--- config.mk ---
export PLATFORM = sky130hd
export DESIGN_NAME = dc_write_buffer
export DESIGN_NICKNAME = d
export VERILOG_FILES = /design/src/rtl/dc_write_buffer.sv
export SDC_FILE = /design/constraint.sdc
export NUM_CORES = 1
export LEC_CHECK = 0
export BUFFER_PORTS_ARGS = -buffer_cell sky130_fd_sc_hd__buf_2
export CAP_MARGIN = 30
export CORE_UTILIZATION = 55
export CTS_CLUSTER_SIZE = 8
export DETAILED_ROUTE_END_ITERATION = 12
export GPL_ROUTABILITY_DRIVEN = 0
export GPL_TIMING_DRIVEN = 0
export PLACE_DENSITY_LB_ADDON = 0.3
export SLEW_MARGIN = 15
export SYNTH_ARGS = -nofsm -noshare
export SYNTH_HDL_FRONTEND = slang
export SYNTH_SLANG_ARGS = --single-unit
--- constraint.sdc ---
create_clock -name CLK -period 7.75 [get_ports CLK]
set_input_delay 1.55 -clock CLK [delete_from_list [all_inputs] [get_ports CLK]]
set_output_delay 1.55 -clock CLK [all_outputs]
set_load 0.02 [all_outputs]
--- src/rtl/dc_write_buffer.sv ---
// Posted write buffer between the data cache memory port and data memory: coalesces, forwards, drains FIFO.
// Optional statistics counters are enabled with `define DC_WRITE_BUFFER_STATS_EN.
module dc_write_buffer #(
    parameter int DEPTH = 4,
    parameter int AW    = 6,
    parameter int DW    = 32
) (
    input  logic          CLK,
    input  logic          RESET,
    input  logic          C_READ,
    input  logic          C_WRITE,
    input  logic [AW-1:0] C_ADDRESS,
    input  logic [DW-1:0] C_WRITEDATA,
    output logic [DW-1:0] C_READDATA,
    output logic          C_BUSYWAIT,
    output logic          M_READ,
    output logic          M_WRITE,
    output logic [AW-1:0] M_ADDRESS,
    output logic [DW-1:0] M_WRITEDATA,
    input  logic [DW-1:0] M_READDATA,
    input  logic          M_BUSYWAIT
`ifdef DC_WRITE_BUFFER_STATS_EN
    ,
    output logic [15:0]   STAT_COALESCE,
    output logic [15:0]   STAT_FULLSTALL
`endif
);
    localparam int PW = (DEPTH > 1) ? $clog2(DEPTH) : 1;
    localparam int CW = PW + 1;

    typedef enum logic [1:0] {S_IDLE, S_DRAIN, S_READ, S_RESP} state_t;

    state_t           state_q, state_d;
    logic [DEPTH-1:0] valid_q;
    logic [AW-1:0]    addr_q [DEPTH];
    logic [DW-1:0]    data_q [DEPTH];
    logic [PW-1:0]    head_q, tail_q;
    logic [CW-1:0]    count_q;
    logic             m_read_q, m_read_d, m_write_q, m_write_d, req_seen_q;
    logic [AW-1:0]    m_addr_q, m_addr_d;
    logic [DW-1:0]    m_wdata_q, m_wdata_d, rd_latch_q, rd_latch_d;

    logic [DEPTH-1:0] hit_vec, wr_hit_vec;
    logic             rd_hit, wr_hit;
    logic [PW-1:0]    rd_idx, wr_idx;
    logic             full, mem_done, drain_done, wr_accept, push, rd_miss;

    // The head entry is excluded from coalescing while its data is already on the memory bus.
    generate
        for (genvar gi = 0; gi < DEPTH; gi++) begin : g_match
            assign hit_vec[gi]    = valid_q[gi] && (addr_q[gi] == C_ADDRESS);
            assign wr_hit_vec[gi] = hit_vec[gi] && !((state_q == S_DRAIN) && (head_q == PW'(gi)));
        end
    endgenerate

    always_comb begin
        wr_idx = '0;
        rd_idx = '0;
        for (int i = 0; i < DEPTH; i++) begin
            if (hit_vec[i])    rd_idx = PW'(i);
            if (wr_hit_vec[i]) wr_idx = PW'(i);
        end
        wr_hit = |wr_hit_vec;
        rd_hit = |hit_vec;
        // A fresh copy beats a head that is mid-drain with stale data.
        if (wr_hit) rd_idx = wr_idx;
    end

    assign full       = (count_q == CW'(DEPTH));
    assign mem_done   = (m_read_q || m_write_q) && req_seen_q && !M_BUSYWAIT;
    assign drain_done = (state_q == S_DRAIN) && mem_done;
    assign wr_accept  = C_WRITE && (wr_hit || !full || drain_done);
    assign push       = wr_accept && !wr_hit;
    assign rd_miss    = C_READ && !C_WRITE && !rd_hit;

    always_comb begin
        C_BUSYWAIT = 1'b0;
        C_READDATA = '0;
        if (C_WRITE) begin
            C_BUSYWAIT = !wr_accept;
        end else if (C_READ) begin
            if (rd_hit)                 C_READDATA = data_q[rd_idx];
            else if (state_q == S_RESP) C_READDATA = rd_latch_q;
            else                        C_BUSYWAIT = 1'b1;
        end
    end

    always_comb begin
        state_d    = state_q;
        m_read_d   = m_read_q;
        m_write_d  = m_write_q;
        m_addr_d   = m_addr_q;
        m_wdata_d  = m_wdata_q;
        rd_latch_d = rd_latch_q;
        unique case (state_q)
            S_IDLE: begin
                if (rd_miss) begin
                    state_d  = S_READ;
                    m_read_d = 1'b1;
                    m_addr_d = C_ADDRESS;
                end else if (count_q != '0) begin
                    state_d   = S_DRAIN;
                    m_write_d = 1'b1;
                    m_addr_d  = addr_q[head_q];
                    // Bypass a same-cycle coalesce into the head so the memory sees the newest data.
                    m_wdata_d = (wr_accept && wr_hit && (wr_idx == head_q)) ? C_WRITEDATA
                                                                            : data_q[head_q];
                end
            end
            S_DRAIN: begin
                if (mem_done) begin
                    state_d   = S_IDLE;
                    m_write_d = 1'b0;
                end
            end
            S_READ: begin
                if (mem_done) begin
                    state_d    = S_RESP;
                    m_read_d   = 1'b0;
                    rd_latch_d = M_READDATA;
                end
            end
            S_RESP:  state_d = S_IDLE;
            default: state_d = S_IDLE;
        endcase
    end

    always_ff @(posedge CLK or negedge RESET) begin
        if (!RESET) begin
            state_q    <= S_IDLE;
            m_read_q   <= 1'b0;
            m_write_q  <= 1'b0;
            m_addr_q   <= '0;
            m_wdata_q  <= '0;
            rd_latch_q <= '0;
            req_seen_q <= 1'b0;
        end else begin
            state_q    <= state_d;
            m_read_q   <= m_read_d;
            m_write_q  <= m_write_d;
            m_addr_q   <= m_addr_d;
            m_wdata_q  <= m_wdata_d;
            rd_latch_q <= rd_latch_d;
            req_seen_q <= (m_read_q || m_write_q) && !mem_done;
        end
    end

    // Pop is applied before push so a full buffer can retire and accept on the same edge.
    always_ff @(posedge CLK or negedge RESET) begin
        if (!RESET) begin
            valid_q <= '0;
            head_q  <= '0;
            tail_q  <= '0;
            count_q <= '0;
            for (int i = 0; i < DEPTH; i++) begin
                addr_q[i] <= '0;
                data_q[i] <= '0;
            end
        end else begin
            if (drain_done) begin
                valid_q[head_q] <= 1'b0;
                head_q          <= head_q + PW'(1);
            end
            if (wr_accept) begin
                if (wr_hit) begin
                    data_q[wr_idx] <= C_WRITEDATA;
                end else begin
                    valid_q[tail_q] <= 1'b1;
                    addr_q[tail_q]  <= C_ADDRESS;
                    data_q[tail_q]  <= C_WRITEDATA;
                    tail_q          <= tail_q + PW'(1);
                end
            end
            count_q <= count_q + CW'(push) - CW'(drain_done);
        end
    end

    assign M_READ      = m_read_q;
    assign M_WRITE     = m_write_q;
    assign M_ADDRESS   = m_addr_q;
    assign M_WRITEDATA = m_wdata_q;

`ifdef DC_WRITE_BUFFER_STATS_EN
    logic [15:0] stat_coal_q, stat_stall_q;

    always_ff @(posedge CLK or negedge RESET) begin
        if (!RESET) begin
            stat_coal_q  <= '0;
            stat_stall_q <= '0;
        end else begin
            if (wr_accept && wr_hit && (stat_coal_q != 16'hFFFF)) stat_coal_q <= stat_coal_q + 16'd1;
            if (C_WRITE && full && (stat_stall_q != 16'hFFFF))    stat_stall_q <= stat_stall_q + 16'd1;
        end
    end

    assign STAT_COALESCE  = stat_coal_q;
    assign STAT_FULLSTALL = stat_stall_q;
`endif

endmodule
# == Yosys cells after proc, flatten, opt, wreduce, memory -nomap -nowiden ==
# Index checks and enable logic that the tools add are counted.
# totals
ff_bits,238
inputBits,75
out_inout_bits,73
word_cells,170
# classes
add_sub_neg,4
order_cmp,10
eq_ne,18
mux,55
bitwise_logic,9
n_reduce_logical,55
# ops
operator,n
2-to-1 mux 32 bit,11
bitwise mux 128 bit,2
binary-select mux 32 bit (select 2 bit),2
demux 32 bit (select 2 bit),2
2-to-1 mux 128 bit,1
2-to-1 mux 6 bit,5
logical AND 1 bit,26
bitwise mux 24 bit,1
== test 6 bit,4
2-to-1 mux 2 bit,9
binary-select mux 6 bit (select 2 bit),1
demux 6 bit (select 2 bit),1
greater-or-equal comparator 3 bit (second input constant),4
2-to-1 mux 1 bit,12
2-to-1 mux 4 bit,3
inverter 2 -> 3 bit,4
zero test 1 bit,11
inequality test 2 bit (second input constant),5
AND reduction 3 bit,3
== test 2 bit (second input constant),4
one-hot mux 2 bit (4 select lines),1
OR reduction 4 bit,2
less-than comparator 2 x 3 -> 1 bit (second input constant),2
less-than comparator 3 x 1 -> 1 bit (second input constant),2
20 further kinds,33

# == Depth between registers and ports, before layout ==
# Gate-level depths: netlist (run 1).
# depth
word_depth,15
depth_mapped,16
ltp_nobuf,13

# == Worst setup path before layout (run 1) ==
# OpenSTA, ideal clock, no wires.
# synth_path
path_kind,input to output
startpoint,input C_ADDRESS[4]
endpoint,output C_READDATA[12]
arrival_ns,4.028
required_ns,6.200
slack_ns,2.172
cell_stages,11
n_path_buf,4
path_cell_list,buf_4 xor2_1 and4b_1 and2_4 buf_6 or4_1 buf_2 o21ai_4 buf_6 a221oi_2 o31ai_1
# synth_via
elab_chain_len,14
elab_cells_between_ends,28
classes_between,eq/ne: 4; mux: 13; bitwise: 1; reduce/logical: 10
# synth_rtl
item,line_no,source
start: declaration,12,"input logic [AW-1:0] C_ADDRESS,"
== test 6 bit,51,assign hit_vec[gi] = valid_q[gi] && (addr_q[gi] == C_ADDRESS);
logical AND 1 bit,51,
logical AND 1 bit,52,assign wr_hit_vec[gi] = hit_vec[gi] && !((state_q == S_DRAIN) && (head_q == PW'(gi)));
2-to-1 mux 1 bit,61,if (wr_hit_vec[i]) wr_idx = PW'(i);
2-to-1 mux 2 bit (2 in series),61,
2-to-1 mux 2 bit,66,if (wr_hit) rd_idx = wr_idx;
inverter 2 -> 3 bit (implied by the code),82,if (rd_hit) C_READDATA = data_q[rd_idx];
binary-select mux 32 bit (select 2 bit),82,
2-to-1 mux 32 bit (implied by the code) (2 in series),82,
2-to-1 mux 32 bit (*),82,
2-to-1 mux 32 bit (*),81,end else if (C_READ) begin
2-to-1 mux 32 bit (*),79,if (C_WRITE) begin
end: declaration,14,"output logic [DW-1:0] C_READDATA,"
# Every way passes the cells marked *; elsewhere a longest branch is shown, timed or not. The select of a mux whose other input is x is not followed.

# == Worst setup path after layout (run 1) ==
# layout_path
startpoint,register head_q[1]
endpoint,output C_READDATA[24]
# layout_via
elab_chain_len,15
elab_cells_between_ends,28
classes_between,eq/ne: 3; mux: 10; bitwise: 1; reduce/logical: 14
# layout_rtl
item,line_no,source
start: declaration,37,"logic [PW-1:0] head_q, tail_q;"
start signal: assignment,162,head_q <= head_q + PW'(1);
== test 2 x 1 -> 1 bit,52,
logical AND 1 bit,52,
zero test 1 bit,52,
logical AND 1 bit,52,
2-to-1 mux 1 bit,61,
2-to-1 mux 2 bit (2 in series),61,
2-to-1 mux 2 bit (*),66,
inverter 2 -> 3 bit (implied by the code) (*),82,
binary-select mux 32 bit (select 2 bit) (*),82,
2-to-1 mux 32 bit (implied by the code) (*) (2 in series),82,
2-to-1 mux 32 bit (*),82,
2-to-1 mux 32 bit (*),81,
2-to-1 mux 32 bit (*),79,
# Marked as above.

==> results of run 1 <==
-- layout make-up --
class / instances / area, um2 / share of cell area, %
buffer: 118 / 542 / 3.47
timing repair buffer: 146 / 802 / 5.13
clock buffer: 38 / 940 / 6.01
sequential: 238 / 5960 / 38.1
inverter: 115 / 432 / 2.76
tap: 319 / 399 / 2.55
multi-input combinational: 896 / 6560 / 42.0
-- worst max-delay path: cells and delay by family, from the launching register on --
| kind | cells | cell delay, ns |
|---|---|---|
| buffers and inverters | 6 | 2.54 |
| flip-flops | 1 | 0.59 |
| AO/OA/AOI/OAI | 4 | 0.80 |
| AND/OR/NAND/NOR | 3 | 0.85 |
| adder cells (fa/ha/maj) | 1 | 0.23 |
-- power groups by stage --
stage	combinational (mW)	clock [mW]	sequential, mW
2_1_floorplan	1.85	0	2.16
3_3_place_gp	2.74	0	2.13
3_5_place_dp	2.84	0	2.15
4_1_cts	2.86	1.37	2.14
5_1_grt	3.13	1.43	2.21
6_report	2.93	1.37	2.16
-- flip-flops by register name (all words and copies together) (netlist names), 3 cells and up --
signal       cells
data_q         128
count_q          3
rd_latch_q      32
addr_q          24
M_WRITEDATA     32
M_ADDRESS        6
valid_q          4
-- layout by cell type, fill, tap and decap left out, types with 3 or more instances in the layout --
cell and instances:
and2_1 35, buf_4 8, a21boi_1 3, inv_1 114, mux2i_1 32, a221oi_1 12
o21ai_1 5, o31ai_1 16, clkbuf_1 75, buf_2 166, clkbuf_16 37, nand2_1 188
nor2_1 41, a221oi_2 20, nand3_1 101, xnor2_1 12, o21ai_0 141, buf_6 6
or4_1 4, buf_1 5, a31oi_1 32, nand3b_1 3, mux2_2 61, o31ai_2 16
mux4_2 38, ha_1 10, xor2_1 12, o211ai_1 33, o211a_1 33, nor3_1 4
dfrtp_1 238
-- cell families (layout without fill, tap and decap cells) --
kind of cell	count (synthesis)	after routing	share of synthesized area (%)
and+or+nand+nor	398	398	13.9
AOI/OAI and AO/OA	331	331	18.1
DFF	238	238	44.2
buffers and inverters	233	417	7.22
muxes	131	131	13.8
xor gates and xnor gates	25	25	1.68
adders and majority gates	11	11	1.08
-- routing by layer --
layer / GRT usage (%) / vias up / routed length, um
met5: 0 / - / 0
met4: 21.7 / 0 / 2640
met3: 9.39 / 206 / 5410
met2: 56.0 / 884 / 20200
met1: 46.2 / 5893 / 16400
li1: - / 5195 / -
-- worst paths after layout --
path	endpoint	slack, ns	cells after the start
max	C_READDATA[24]	0.66	14
min	M_ADDRESS[2]$_DFFE_PN0P_	0.50	1
max reg2reg	data_q[4]$_DFFE_PN0P_	2.66	11
min reg2reg	M_ADDRESS[2]$_DFFE_PN0P_	0.50	1
max in group asynchronous	data_q[7]$_DFFE_PN0P_	5.47	3
min in group asynchronous	M_WRITEDATA[28]$_DFFE_PN0P_	0.96	1
-- through the flow --
stage | hold WS [ns] | worst slack, ns | instances
global route | 0.524 | 0.454 | 1870
CTS | 0.506 | 0.857 | 1870
finish | 0.498 | 0.659 | 1870
global placement | 0.486 | 0.823 | 1827
floorplan | 0.466 | 2.17 | 1367
detailed placement | 0.494 | 1.41 | 1832
==> results.yml, run 1 <==
setup_path:
  endpoint_kind: "primary output"
  cp.required_ns: 6.20
  path_cells: "clkbuf_1, buf_1, inv_1, ha_1, nand3b_1, o211ai_1, nor4_2, or4_1, buf_2, clkbuf_1, o211ai_1, o211a_1, o31ai_2, buf_2"
  path_max_fanout: 10
  slowest_delay_ns: 0.71
  r2r_start: "head_q[1]$_DFFE_PN0P_"
  worstPathArrival_ns: 5.54
  crit_slowest_cell: "clkbuf_1"
  startpoint: "head_q[1]$_DFFE_PN0P_"
  critPathKind: "register to primary output"
  worstSetupStartpointType: "register"
route:
  vias: 12178
  drt-total-wl_um: 44600
  viasPerCell: 6.51
  drc: 0
  wl_per_cell_um: 23.8
  drt-initial-drc-count: 1369
  dr.pass1.iters: 6
  antenna_left: 0
pwr:
  combPwrFrac_pct: 45.3
  seqPwrFrac_pct: 33.5
  peakVddDrop_mv: 0.226
  switching_share_pct: 42.4
  pwr_density_cell_nw_per_um2: 413
  p_int_mw: 3.72
  power.switching_mw: 2.73
  clockPowerShare_pct: 21.2
  total_power_mw: 6.45
  p_leak_nw: 6.96
synthesis:
  synth_nets: 1453
  synth_seq_cells: 238
  synth_common_cells: "dfrtp_1 (238), nand2_1 (188), o21ai_0 (141)"
  syn_inst: 1367
  yosys_most_used_dff: "dfrtp_1"
  syn_area_um2: 13500
  yosysUniqueCellTypes: 67
  synth-edff-count: 0
  ys_seq_area_share_pct: 44.2
  synth_top_cell_area_share_pct: 44.2
  yosysWarnings: 0
  avgSynthCellArea_um2: 9.87
  synth_top_cell_by_area: "dfrtp_1"
  synth_area_leaders: "dfrtp_1 (44%), mux4_2 (6.3%), o21ai_0 (5.2%), nand2_1 (5.2%), mux2_2 (5.1%)"
  synthArstFlopShare_pct: 100
  yosys.cell_count.top_type: "dfrtp_1"
sta:
  max_slew_margin_pct: 39.5
  period_share_pct: 91.5
  rsz0062_at_grt: "false"
  fmax_ghz: 0.141
  setup_viol: 0
  hold_viol: 0
  worst_pin_slew_ns: 0.908
  skew_ns: 0.0199
  fin_crit_ns: 7.09
  fin_setup_tns_ns: 0
  slew_viol_final: 0
finish:
  area_growth_pct: 15.9
  nets: 1636
  finish.utilization_pct: 65.8
  fin_area_um2: 15600
  layout-drive-gt1-share_pct: 24.1
  diodes: 0
  num-fill-cells: 1866
global_route:
  grtUsageTotal_pct: 36.3
  grt_max_degree: 103
  grt_pass1_wl_um: 67600
  antenna_found_initial: 0
  gr-total-overflow: 0
  grt_pass1_vias: 12180
die:
  die-area_um2: 25200
  dieHeight_um: 159
  row_count: 56
  num_io_pins: 148
  die_x_um: 159
  core_area_um2: 23800
  start_util_pct: 56.8
clock_network:
  root_buffer: "clkbuf_16"
  ctsHtreeMaxLevel: 2
  cts_buffer_depth: 3
  holdBufCountCts: 0
  cts_buffers: 35
  clock-sinks: 238
  postCtsSetupBuffers: 0
  cts_tree: "built"
  cts_resized: 0
  insertion_delay_ns: 0.51
  clkTransAtPathRegs_ns: 0.05
place:
  port_buffers: 141
  placed_area_um2: 14700
  dp.final_hpwl_um: 29600
hold_path:
  hold_path.class: "register to register"
  hold_start: "M_ADDRESS[2]$_DFFE_PN0P_"
status:
  outcome: "complete, no violations"
run:
  maxCapViolations: 0
No activity file was read; power rests on OpenSTA's default activity.
==> inputs of run 2 (changes only) <==
--- a/config.mk
+++ b/config.mk
@@ -7,10 +7,11 @@
 export LEC_CHECK = 0
 export BUFFER_PORTS_ARGS = -buffer_cell sky130_fd_sc_hd__buf_2
 export CAP_MARGIN = 30
+export CORE_MARGIN = 1.5
 export CORE_UTILIZATION = 55
 export CTS_CLUSTER_SIZE = 8
 export DETAILED_ROUTE_END_ITERATION = 12
-export GPL_ROUTABILITY_DRIVEN = 0
+export GPL_ROUTABILITY_DRIVEN = 1
 export GPL_TIMING_DRIVEN = 0
 export PLACE_DENSITY_LB_ADDON = 0.3
 export SLEW_MARGIN = 15
==> constraint.sdc (replaced) <==
create_clock -name CLK -period 7.75 [get_ports CLK]
set_input_delay 1.55 -clock CLK [delete_from_list [all_inputs] [get_ports CLK]]
set_output_delay 1.55 -clock CLK [all_outputs]
set_load 0.1 [all_outputs]
==> results.yml, run 2 (synthesis gave the netlist of run 1 again) <==
status:
  outcome: "complete, no violations"
clock_network:
  postCtsSetupBuffers: 0
  cts_buffer_depth: 3
  insertion_delay_ns: 0.51
  clock-sinks: 238
  cts_resized: 0
  holdBufCountCts: 0
  clkTransAtPathRegs_ns: 0.05
  cts_buffers: 35
  root_buffer: "clkbuf_16"
  cts_tree: "built"
  ctsHtreeMaxLevel: 2
sta:
  fin_crit_ns: 7.34
  setup_ws_ns: 0.405
  period_share_pct: 94.8
  max_slew_margin_pct: 39.4
  setup_viol: 0
  fin_setup_tns_ns: 0
  worst_pin_slew_ns: 0.909
  rsz0062_at_grt: "false"
  fmax_ghz: 0.136
  hold_ws_ns: 0.501
  hold_viol: 0
  slew_viol_final: 0
  skew_ns: 0.0124
route:
  dr_wl_met3_um: 4880
  drc: 0
  viasPerCell: 6.39
  top_layer: "met4"
  dr_wl_met2_um: 19700
  drt-initial-drc-count: 1335
  wirelength_met1_um: 16800
  vias: 12000
  antenna_left: 0
  wl_per_cell_um: 23.4
  drt-total-wl_um: 43900
  dr.pass1.iters: 7
finish:
  register_area_um2: 5960
  final_cell_mix: "dfrtp_1 (238), nand2_1 (188), buf_2 (166)"
  final_cells: 1877
  largest_reg_flops: 128
  multiInputGateArea_um2: 6560
  final_common_cell: "dfrtp_1"
  num-fill-cells: 1935
  regMostFlops: "data_q"
  nets: 1637
  area_growth_pct: 16.0
  layout-drive-gt1-share_pct: 24.2
pwr:
  peakVddDrop_mv: 0.304
  pwr_density_cell_nw_per_um2: 457
  p_leak_nw: 6.97
  total_power_mw: 7.15
place:
  dpl_worst_slack_ns: 1.16
  routabilityCongestion: 0.887
  port_buffers: 141
  placed_cells: 1835
  dp.final_hpwl_um: 29200
setup_path:
  cp.required_ns: 6.20
  critPathKind: "register to primary output"
  endpoint_kind: "primary output"
  worstPathArrival_ns: 5.79
  worstSetupStartpointType: "register"
  path_max_fanout: 10
global_route:
  grt_pass1_wl_um: 68200
  grt_max_degree: 97
  grt_pass1_vias: 12093
  antenna_found_initial: 1
  grtUsageTotal_pct: 35.0
  gr-total-overflow: 0
die:
  row_count: 57
  die-area_um2: 25500
  die_x_um: 160
  core_area_um2: 24200
  start_util_pct: 55.8
  num_io_pins: 148
  dieHeight_um: 160
hold_path:
  hold_path.class: "register to register"
run:
  maxCapViolations: 0
-- run 2: cell types whose count changed in the layout (fill, tap and decap cells not counted) --
cell	before	now
diode_2	0	1
buf_8	2	1
buf_6	6	8
-- run 2: through the flow --
stage	utilization [%]	cell area (um2)
2_1_floorplan	-	13500
3_5_place_dp	60.7	14700
3_3_place_gp	60.4	14600
4_1_cts	64.6	15600
6_report	64.7	15600
5_1_grt	64.7	15600
-- run 2: path summary, 6_finish.rpt --
| kind | end | slack [ns] | start | cells after the start |
|---|---|---|---|---|
| max in group asynchronous | M_WRITEDATA[8]$_DFFE_PN0P_ | 5.53 | RESET | 3 |
| min | M_ADDRESS[3]$_DFFE_PN0P_ | 0.50 | M_ADDRESS[3]$_DFFE_PN0P_ | 1 |
| max | C_READDATA[14] | 0.41 | head_q[1]$_DFFE_PN0P_ | 14 |
| max reg2reg | data_q[8]$_DFFE_PN0P_ | 2.71 | head_q[1]$_DFFE_PN0P_ | 11 |
| min in group asynchronous | data_q[123]$_DFFE_PN0P_ | 0.99 | RESET | 1 |
| min reg2reg | M_ADDRESS[3]$_DFFE_PN0P_ | 0.50 | M_ADDRESS[3]$_DFFE_PN0P_ | 1 |
-- run 2: cell type report --
type                       instances  share of cell area [%]
inverter                         115                    2.76
tap                              324                    2.59
sequential                       238                    38.1
buffer                           118                    3.46
timing repair buffer             147                    5.17
multi-input combinational        896                    41.9
antenna                            1                  0.0160
clock buffer                      38                    6.01
-- run 2: metal layers --
metal / GRT usage (%) / vias up
met5: 1.14 / -
met4: 19.4 / 0
met3: 9.22 / 188
met2: 53.6 / 750
met1: 45.3 / 5866
li1: - / 5196
-- run 2: where the power goes --
group	internal, mW	switching, mW
combinational	1.12	2.50
sequential	1.76	0.397
clock	0.841	0.532
-- run 2: critical path, stage by stage (launching register included) --
cell,delay [ns]
dfrtp_1,0.59
clkbuf_1,0.66
buf_1,0.62
inv_1,0.19
ha_1,0.24
nand3b_1,0.13
o211ai_1,0.13
nor4_2,0.54
or4_1,0.19
buf_2,0.21
clkbuf_1,0.60
o211ai_1,0.20
o211a_1,0.16
o31ai_1,0.31
buf_2,0.50
==> inputs of run 3 (changes only) <==
--- a/config.mk
+++ b/config.mk
@@ -14,6 +14,7 @@
 export GPL_ROUTABILITY_DRIVEN = 1
 export GPL_TIMING_DRIVEN = 0
 export PLACE_DENSITY_LB_ADDON = 0.3
+export REMOVE_ABC_BUFFERS = 1
 export SLEW_MARGIN = 15
 export SYNTH_ARGS = -nofsm -noshare
 export SYNTH_HDL_FRONTEND = slang
==> results.yml, run 3 (synthesis gave the netlist of run 1 again) <==
status:
  outcome: "complete, no violations"
global_route:
  antenna_found_initial: 1
  grtUsageTotal_pct: 32.6
  grt_max_degree: 106
  gr-total-overflow: 0
  grt_pass1_vias: 11800
  grt_pass1_wl_um: 64600
setup_path:
  worst-path-buf-inv: 5
  critical-path-top-delay-family: "simple AND/OR/NAND/NOR gates"
  worstPathArrival_ns: 5.67
  path_cells: "buf_2, xor2_1, nor2_1, and4_1, or4_2, buf_16, o21ai_4, buf_16, buf_16, a221oi_2, o31ai_2, buf_2"
  worstSetupStartpointType: "input port"
  path_max_fanout: 18
  cp.required_ns: 6.20
  endpoint_kind: "primary output"
  crit_top_cell: "buf_16"
  crit_slowest_cell: "or4_2"
  slowest_delay_ns: 1.07
  critPathKind: "input port to primary output"
clock_network:
  cts_buffers: 35
  postCtsSetupBuffers: 0
  cts_resized: 0
  holdBufCountCts: 0
  root_buffer: "clkbuf_16"
  cts_buffer_depth: 3
  insertion_delay_ns: 0.52
  clock-sinks: 238
  clkTransAtPathRegs_ns: 0.04
  cts_tree: "built"
  ctsHtreeMaxLevel: 2
sta:
  hold_ws_ns: 0.499
  worst_pin_slew_ns: 1.04
  skew_ns: 0.0261
  hold_viol: 0
  setup_viol: 0
  max_slew_margin_pct: 30.7
  slew_viol_final: 0
  fmax_ghz: 0.139
  fin_crit_ns: 7.22
  rsz0062_at_grt: "false"
  period_share_pct: 93.1
hold_path:
  hold_path.class: "register to register"
die:
  die-area_um2: 25500
  dieHeight_um: 160
  die_x_um: 160
  row_count: 57
  num_io_pins: 148
  start_util_pct: 55.8
  core_area_um2: 24200
route:
  drt-total-wl_um: 41200
  antenna_left: 0
  drt-initial-drc-count: 956
  wl_per_cell_um: 23.0
  dr.pass1.iters: 5
  drc: 0
  vias: 11529
  viasPerCell: 6.42
finish:
  regMostFlops: "data_q"
  num-fill-cells: 1795
  nets: 1555
  area_growth_pct: 18.5
  final_cell_mix: "dfrtp_1 (236), nand2_1 (186), buf_2 (146)"
  multiInputGateArea_um2: 6710
  final_common_cell: "dfrtp_1"
  layout-drive-gt1-share_pct: 26.7
  fin_area_um2: 16000
  largest_reg_flops: 128
  final_cells: 1796
  register_area_um2: 5960
place:
  dp.final_hpwl_um: 25600
  port_buffers: 147
  placed_area_um2: 15000
  routabilityCongestion: 0.799
  placed_cells: 1756
pwr:
  p_leak_nw: 7.11
  total_power_mw: 7.23
  pwr_density_cell_nw_per_um2: 452
  peakVddDrop_mv: 0.401
run:
  maxCapViolations: 0
==> run 3: cell count changes in the layout (fill, tap and decap cells not counted), moves of 4 or more <==
cell	previous run	this run
buf_4	8	2
buf_1	5	0
clkbuf_1	75	1
buf_16	2	21
buf_2	166	146
buf_12	0	4
==> run 3: layout make-up <==
class | instances | share of cell area [%]
antenna | 1 | 0.0157
clock buffer | 39 | 5.90
inverter | 115 | 2.70
multi-input combinational | 896 | 42.0
sequential | 238 | 37.3
tap | 324 | 2.54
timing repair buffer | 183 | 9.58
==> run 3: worst paths after layout <==
| kind | start | end | slack, ns | cells past startpoint |
|---|---|---|---|---|
| worst min-delay path | M_ADDRESS[3]$_DFFE_PN0P_ | M_ADDRESS[3]$_DFFE_PN0P_ | 0.50 | 1 |
| worst max register to register | head_q[0]$_DFFE_PN0P_ | data_q[70]$_DFFE_PN0P_ | 3.15 | 11 |
| max in group asynchronous | RESET | rd_latch_q[31]$_DFFE_PN0P_ | 5.51 | 3 |
| min in group asynchronous | RESET | rd_latch_q[25]$_DFFE_PN0P_ | 0.93 | 1 |
| worst max-delay path | C_ADDRESS[5] | C_READDATA[23] | 0.53 | 12 |
| worst min register to register | M_ADDRESS[3]$_DFFE_PN0P_ | M_ADDRESS[3]$_DFFE_PN0P_ | 0.50 | 1 |
==> run 3: worst register-to-register path: stages, from the launching register on <==
cell and delay (ns):
dfrtp_4 0.72, buf_12 0.31, inv_1 0.21, ha_1 0.26
nand3b_1 0.10, o211ai_1 0.13, nor4_2 0.69, nor3_1 0.34
nand3_2 0.47, buf_12 0.27, and2_2 0.69, o21ai_0 0.24
==> run 3: through the flow <==
step / util (%) / setup WS [ns] / setup TNS [ns]
after global routing: 66.1 / 0.430 / 0
after detailed placement: 62.2 / 0.623 / 0
after CTS: 66.1 / 0.606 / 0
final: 66.1 / 0.532 / 0
after floorplan: - / -0.697 / -10.75
after global placement: 58.3 / -3.82 / -180.90
==> run 3: routing by layer <==
layer | track usage, % | wire, um | vias up
met1 | 41.0 | 16100 | 5729
met4 | 17.3 | 1900 | 0
met3 | 6.43 | 3380 | 156
met5 | 0 | 0 | -
li1 | - | - | 5032
met2 | 53.6 | 19900 | 612
==> run 3: where the power goes <==
group / switching, mW / total (mW) / internal, mW
combinational: 2.39 / 3.64 / 1.25
sequential: 0.451 / 2.21 / 1.76
clock: 0.530 / 1.37 / 0.843
total: 3.37 / 7.23 / 3.85
